==> src/rtl/wdt_ctrl.sv <==
// rtl/wdt_ctrl.sv - R80515 watchdog timer with prescaler, two-step refresh and sticky status
//
// Purpose: software-started 15-bit watchdog counter advanced by a /12 or /192
// prescaler. Refresh needs a WDCON bit0 write (arm) immediately followed by a
// WDCON bit1 write (confirm) as the next SFR write. On overflow a one-cycle
// wdts pulse is produced and a sticky status flag is set that survives rst.
//
// Ports:
//   clk         clock
//   rst         internal reset, synchronous active-high (keeps wdt_status)
//   por         power-on reset, synchronous active-high (clears everything)
//   sfraddr     SFR address (7 bits)
//   sfrdatai    SFR write data
//   sfrwe       SFR write strobe
//   sfrdatao    readback of WDTREL / WDCON, 8'h00 otherwise
//   wdts        watchdog timeout pulse, one cycle
//   wdt_status  sticky watchdog-timeout flag
//
// Configuration macro: WDT_SFR_READBACK_EN builds the readback mux; without it
// sfrdatao is tied to 8'h00.

module wdt_ctrl #(
    parameter logic [6:0] WDTREL_ADDR = 7'h06,
    parameter logic [6:0] WDCON_ADDR  = 7'h2F
) (
    input  logic       clk,
    input  logic       rst,
    input  logic       por,
    input  logic [6:0] sfraddr,
    input  logic [7:0] sfrdatai,
    input  logic       sfrwe,
    output logic [7:0] sfrdatao,
    output logic       wdts,
    output logic       wdt_status
);

    typedef enum logic [1:0] {
        ST_STOPPED,
        ST_RUN,
        ST_ARMED
    } state_t;

    state_t      r_state;
    state_t      w_next;
    logic [14:0] r_cnt;
    logic [7:0]  r_presc;
    logic [7:0]  r_wdtrel;
    logic        r_wdts;
    logic        r_status;

    logic        w_wdcon_we;
    logic        w_wdtrel_we;
    logic        w_running;
    logic [7:0]  w_presc_max;
    logic        w_tick;
    logic        w_start;
    logic        w_refresh;
    logic        w_timeout_fire;
    logic [14:0] w_reload;

    assign w_wdcon_we  = sfrwe && (sfraddr == WDCON_ADDR);
    assign w_wdtrel_we = sfrwe && (sfraddr == WDTREL_ADDR);
    assign w_running   = (r_state != ST_STOPPED);
    assign w_presc_max = r_wdtrel[7] ? 8'd191 : 8'd11;
    // >= rather than == so a divisor change mid-period cannot strand the
    // prescaler above the new terminal count.
    assign w_tick      = w_running && (r_presc >= w_presc_max);
    assign w_start     = (r_state == ST_STOPPED) && w_wdcon_we && sfrdatai[1];
    // A write carrying both bit0 and bit1 only re-arms; it never confirms.
    assign w_refresh   = (r_state == ST_ARMED) && w_wdcon_we && sfrdatai[1] && !sfrdatai[0];
    // A confirm landing on the overflow tick takes priority over the timeout.
    assign w_timeout_fire = w_tick && (r_cnt == 15'h7FFF) && !w_refresh;
    assign w_reload    = {r_wdtrel[6:0], 8'h00};

    always_comb begin
        w_next = r_state;
        case (r_state)
            ST_STOPPED: begin
                if (w_start) begin
                    w_next = ST_RUN;
                end
            end
            ST_RUN: begin
                if (w_timeout_fire) begin
                    w_next = ST_RUN;
                end else if (w_wdcon_we && sfrdatai[0]) begin
                    w_next = ST_ARMED;
                end
            end
            ST_ARMED: begin
                // The first SFR write after arming decides: re-arm, confirm or abandon.
                if (w_timeout_fire) begin
                    w_next = ST_RUN;
                end else if (sfrwe) begin
                    if (w_wdcon_we && sfrdatai[0]) begin
                        w_next = ST_ARMED;
                    end else begin
                        w_next = ST_RUN;
                    end
                end
            end
            default: w_next = ST_STOPPED;
        endcase
    end

    always_ff @(posedge clk) begin
        if (rst || por) begin
            r_state  <= ST_STOPPED;
            r_cnt    <= 15'h0000;
            r_presc  <= 8'h00;
            r_wdtrel <= 8'h00;
            r_wdts   <= 1'b0;
        end else begin
            r_state <= w_next;
            r_wdts  <= w_timeout_fire;
            if (w_wdtrel_we) begin
                r_wdtrel <= sfrdatai;
            end
            if (w_start || w_refresh) begin
                r_cnt   <= w_reload;
                r_presc <= 8'h00;
            end else if (w_running) begin
                if (w_tick) begin
                    r_presc <= 8'h00;
                    r_cnt   <= (r_cnt == 15'h7FFF) ? w_reload : r_cnt + 15'd1;
                end else begin
                    r_presc <= r_presc + 8'd1;
                end
            end
        end
    end

    // Sticky flag: only por clears it unconditionally; a timeout coinciding
    // with rst still records itself, and a set beats a software clear.
    always_ff @(posedge clk) begin
        if (por) begin
            r_status <= 1'b0;
        end else if (w_timeout_fire) begin
            r_status <= 1'b1;
        end else if (!rst && w_wdcon_we && !sfrdatai[7]) begin
            r_status <= 1'b0;
        end
    end

    assign wdts       = r_wdts;
    assign wdt_status = r_status;

`ifdef WDT_SFR_READBACK_EN
    always_comb begin
        sfrdatao = 8'h00;
        if (sfraddr == WDTREL_ADDR) begin
            sfrdatao = r_wdtrel;
        end else if (sfraddr == WDCON_ADDR) begin
            sfrdatao = {r_status, 4'b0000, w_running, 2'b00};
        end
    end
`else
    assign sfrdatao = 8'h00;
`endif

endmodule

==> config.mk <==
export PLATFORM = sky130hd
export DESIGN_NAME = wdt_ctrl
export DESIGN_NICKNAME = d
export VERILOG_FILES = /design/src/rtl/wdt_ctrl.sv
export SDC_FILE = /design/constraint.sdc
export NUM_CORES = 1
export LEC_CHECK = 0
export CAP_MARGIN = 20
export CORE_ASPECT_RATIO = 0.8
export CORE_MARGIN = 1
export CORE_UTILIZATION = 43
export CTS_BUF_LIST = sky130_fd_sc_hd__clkbuf_16
export CTS_CLUSTER_SIZE = 25
export DETAILED_ROUTE_END_ITERATION = 8
export GPL_ROUTABILITY_DRIVEN = 0
export PLACE_DENSITY = 0.7
export SETUP_SLACK_MARGIN = 0.3
export SLEW_MARGIN = 5
export SYNTH_ARGS = -nofsm -noshare
export SYNTH_HDL_FRONTEND = slang
export SYNTH_SLANG_ARGS = --single-unit
export TNS_END_PERCENT = 20
==> constraint.sdc <==
create_clock -name clk -period 3.3 [get_ports clk]
set_input_delay 0.66 -clock clk [delete_from_list [all_inputs] [get_ports clk]]
set_output_delay 0.66 -clock clk [all_outputs]
set_load 0.05 [all_outputs]
# == Word level (Yosys, flattened, before mapping) ==
# Index checks and enable logic that the tools add are counted.
# word_totals
register_bits,35
in_bits,19
out_inout_bits,10
wordCells,61
# op_classes
addsub,2
n_lt_le_gt_ge,1
eq_ne,8
muxes,15
reduce_logical,28
# op_table
cell,count
$mux W15,4
$mux W8,2
$add A15 B1 Y15 const B,1
$eq A15 B15 Y1 const B,1
$logic_and A1 B1 Y1,13
$mux W2,6
$add A8 B1 Y8 const B,1
$ge A8 B8 Y1,1
$reduce_bool A2 Y1,4
$eq A7 B3 Y1 const B,1
$eq A7 B6 Y1 const B,1
$ne A3 B3 Y1 const B,2
$pmux W2 S3,1
$logic_not A1 Y1,4
$reduce_and A2 Y1,2
$reduce_and A3 Y1,1
$eq A2 B1 Y1 const B,1
$eq A2 B2 Y1 const B,1
$logic_not A2 Y1,1
$logic_or A1 B1 Y1,2
$mux W1,2
$ne A2 B2 Y1 const B,1
$reduce_or A2 Y1,1

# == Depth between registers and ports, before layout ==
# logic_depth
depth_word,9
mapped_depth,9
depth_no_buf,7

# == Worst setup path after synthesis ==
# Ideal clock, no wire load.
# synth_path
path_type,reg-to-reg
start,reg r_wdtrel[7]
end,reg r_cnt[7]
setup_time_ns,0.133
arrival_time_ns,1.981
t_required_ns,3.167
slack_ns,1.185
path_stages_with_launch,10
n_path_buf,2
period_less_slack_ns,2.115
path_cell_list,dfxtp_1 inv_1 ha_1 nand2_1 or4_4 buf_6 a21o_1 clkbuf_1 o21ai_0 a21oi_1
# synth_via
elab_chain_len,4
# synth_rtl
element,line,text
"start, declared",47,logic [7:0] r_wdtrel;
"start signal, assigned",117,r_wdtrel <= sfrdatai;
$mux W8,64,assign w_presc_max = r_wdtrel[7] ? 8'd191 : 8'd11;
$ge A8 B8 Y1,67,assign w_tick = w_running && (r_presc >= w_presc_max);
$logic_and A1 B1 Y1,67,
$reduce_and A2 Y1 (no source line),n/a,
"end signal, assigned",120,r_cnt <= w_reload;
"end signal, assigned",125,r_cnt <= (r_cnt == 15'h7FFF) ? w_reload : r_cnt + 15'd1;
"end, declared",45,logic [14:0] r_cnt;
# Every way passes these cells.
# A chain may end at the register's enable or synchronous reset.

# == Worst setup path in the final report ==
# layout_path
start,reg r_wdtrel[7]
end,reg r_cnt[5]
# Same word-level chain as after synthesis.

==> flow_summary.yaml <==
detailed_routing:
  drt-initial-drc-count: 211
  drt-wirelength-per-cell_um: 14.0
  routed_via_density: 5.91
  postRouteAntennaNets: 0
  vias: 1898
  drtPass1Iterations: 4
  wl_um: 4510
  drc: 0
worst_setup_path:
  critical-path-slowest-cell: "or4_4"
  cpPeakStageDelay_ns: 0.58
  crit_required_ns: 3.45
  crit_start: "r_wdtrel[7]"
  path_cells: "inv_1 -> ha_1 -> nand2_1 -> or4_4 -> a21o_1 -> o21ai_1 -> nor2_1"
  start_kind: "flip-flop"
  end_kind: "flip-flop"
  critPathMaxFanout: 13
  worstPathArrival_ns: 2.60
  worstSetupPathType: "reg2reg"
  regToRegStartpoint: "r_wdtrel[7]"
  crit_buf_inv: 1
  cp_top_family: "compound AO/OA/AOI/OAI gates"
floorplanning:
  die_y_um: 63.5
  die_w_um: 78.9
  io_pins: 29
  core-area_sq_um: 4360
  fp.dieArea_sq_um: 5010
  rows: 21
  initial_utilization_pct: 46.6
clock_tree:
  cts_tree: "yes"
  clockRootBuffer: "clkbuf_16"
  cts_buffers: 5
  clk-insertion-delay-late_ns: 0.28
  clockBufferDepth: 2
  cts.clk_slew.worst_paths_ns: 0.05
  cts_setup_buffers: 0
  cts_max_level: 2
  cts_resized: 0
  clkSinkCount: 35
  cts_hold_buf: 0
timing:
  setup_violations: 0
  setup_ws_ns: 0.843
  finalHoldViolations: 0
  tightest_slew_ns: 0.583
  fin_crit_ns: 2.46
  rsz0062_at_grt: "false"
  hold_ws_ns: 0.467
  min_period_over_period_pct: 74.4
  max_slew_margin_pct: 61.0
  fin_setup_tns_ns: 0
  slew_viol_final: 0
  fmax_ghz: 0.407
  clock_skew_ns: 0.00801
finish:
  n_antenna_cell: 0
  area_growth_pct: 16.4
  fillers: 427
  final_layout_size_suffix_gt1_share_pct: 5.68
  multi_input_area_sq_um: 1240
  seq_area_sq_um: 701
  nets: 288
  layout.cells.non_filler: 321
  fin_util_pct: 54.2
global_route:
  grt_max_degree: 22
  gr-total-overflow: 0
  grt_pass1_wl_um: 7840
  antenna_found_initial: 0
  grt_pass1_vias: 1680
  grtUsageTotal_pct: 20.2
pwr:
  p_clk_share_pct: 47.9
  p_switching_uw: 206
  p_leak_uw: 0.000811
  power_density_nw_per_um2: 391
  seqPwrFrac_pct: 45.8
  power.internal_uw: 718
  p_sw_share_pct: 22.3
  power_frac_comb_pct: 6.3
  ir_drop_v: 0.000228
logic_synthesis:
  synth_common_cells: "35 x dfxtp_1, 25 x nor2_1, 24 x nand2_1, 20 x nand3_1, 13 x nand4_1"
  yosys.area.top_type: "dfxtp_1"
  synth_seq_cells: 35
  ys_top_cells_by_area: "dfxtp_1 34%, nand3_1 4.9%, nor2_1 4.6%"
  yosysWarningCount: 0
  syn_area_sq_um: 2030
  ys_async_sr_fraction_pct: 0
  synthFlopType: "dfxtp_1"
  postSynthAreaPerCell_sq_um: 8.23
  ys_types: 46
  netlist_instances: 247
  yosysMostFrequentCell: "dfxtp_1"
  synth_top_area_share_pct: 34.5
  ys_seq_area_share_pct: 34.5
  synth_edf_count: 0
hold_path:
  hold_class: "reg2reg"
  min_from: "wdt_status"
flow_run:
  drv_cap: 0
placed_design:
  io_buffers: 20
  pre_cts_slack_ns: 0.645
  hpwl_um: 3290
  placed_cells: 313
outcome:
  status: "finished clean"
==> registers in the layout, summed over array words and instances (netlist names) <==
register / cells
wdt_status: 1
r_state: 2
wdts: 1
r_presc: 8
r_wdtrel: 8
r_cnt: 15
==> final timing paths <==
kind / endpoint / cells after the start / slack, ns
min reg2reg: wdt_status / 2 / 0.47
max reg2reg: r_cnt[5] / 7 / 0.84
max: r_cnt[5] / 7 / 0.84
min: wdt_status / 2 / 0.47
==> per-stage QoR <==
step	cell area (sq um)	power [uW]
finish	2370	924
global route	2370	961
CTS	2370	935
detailed placement	2230	491
global placement	2230	491
floorplan	2060	470
==> worst register-to-register path: stages (launching register included) <==
cell and delay (ns):
dfxtp_1 0.35, inv_1 0.10, ha_1 0.32, nand2_1 0.06
or4_4 0.58, a21o_1 0.36, o21ai_1 0.45, nor2_1 0.10
==> cells in the final DEF (no fill, tap or decap), types with 8 or more instances in the layout <==
| cell type | Yosys | layout |
|---|---|---|
| nand2_1 | 24 | 24 |
| conb_1 | 1 | 8 |
| nand4_1 | 13 | 13 |
| clkdlybuf4s50_1 | 0 | 20 |
| a21oi_1 | 10 | 10 |
| dfxtp_1 | 35 | 35 |
| nor2_1 | 25 | 25 |
| mux2i_1 | 8 | 8 |
| a31oi_1 | 8 | 8 |
| nand3_1 | 20 | 20 |
==> logic make-up after synthesis <==
family	Yosys count	synth area share, %
other	1	0.185
XOR/XNOR	12	5.17
buffers and inverters	22	5.91
adder cells (fa/ha/maj)	6	3.69
AO/OA/AOI/OAI	50	17.6
multiplexers	8	3.94
flip-flops	35	34.5
AND/OR/NAND/NOR	113	29.0
==> layout make-up <==
type / count / share of cell area (%)
multi-input combinational: 197 / 52.3
sequential: 35 / 29.6
timing repair buffer: 21 / 8.78
clock buffer: 5 / 5.29
tap: 57 / 3.01
clock inverter: 3 / 0.529
inverter: 3 / 0.476
==> power by group through the flow <==
| stage | clock, uW | combinational [uW] | sequential (uW) |
|---|---|---|---|
| 2_1_floorplan | 0 | 38.3 | 432 |
| 3_3_place_gp | 0 | 58.6 | 432 |
| 3_5_place_dp | 0 | 58.5 | 432 |
| 4_1_cts | 454 | 58.6 | 423 |
| 5_1_grt | 477 | 61.9 | 423 |
| 6_report | 443 | 58.5 | 423 |
==> layer usage <==
| metal | global-route usage (%) | up-vias | part of all wire, % |
|---|---|---|---|
| met5 | 0 | - | 0 |
| met4 | 9.55 | 0 | 2.3 |
| met3 | 4.93 | 8 | 7.8 |
| met2 | 28.9 | 81 | 41 |
| met1 | 28.0 | 867 | 49 |
| li1 | - | 942 | - |
(Power assumes the default switching activity.)
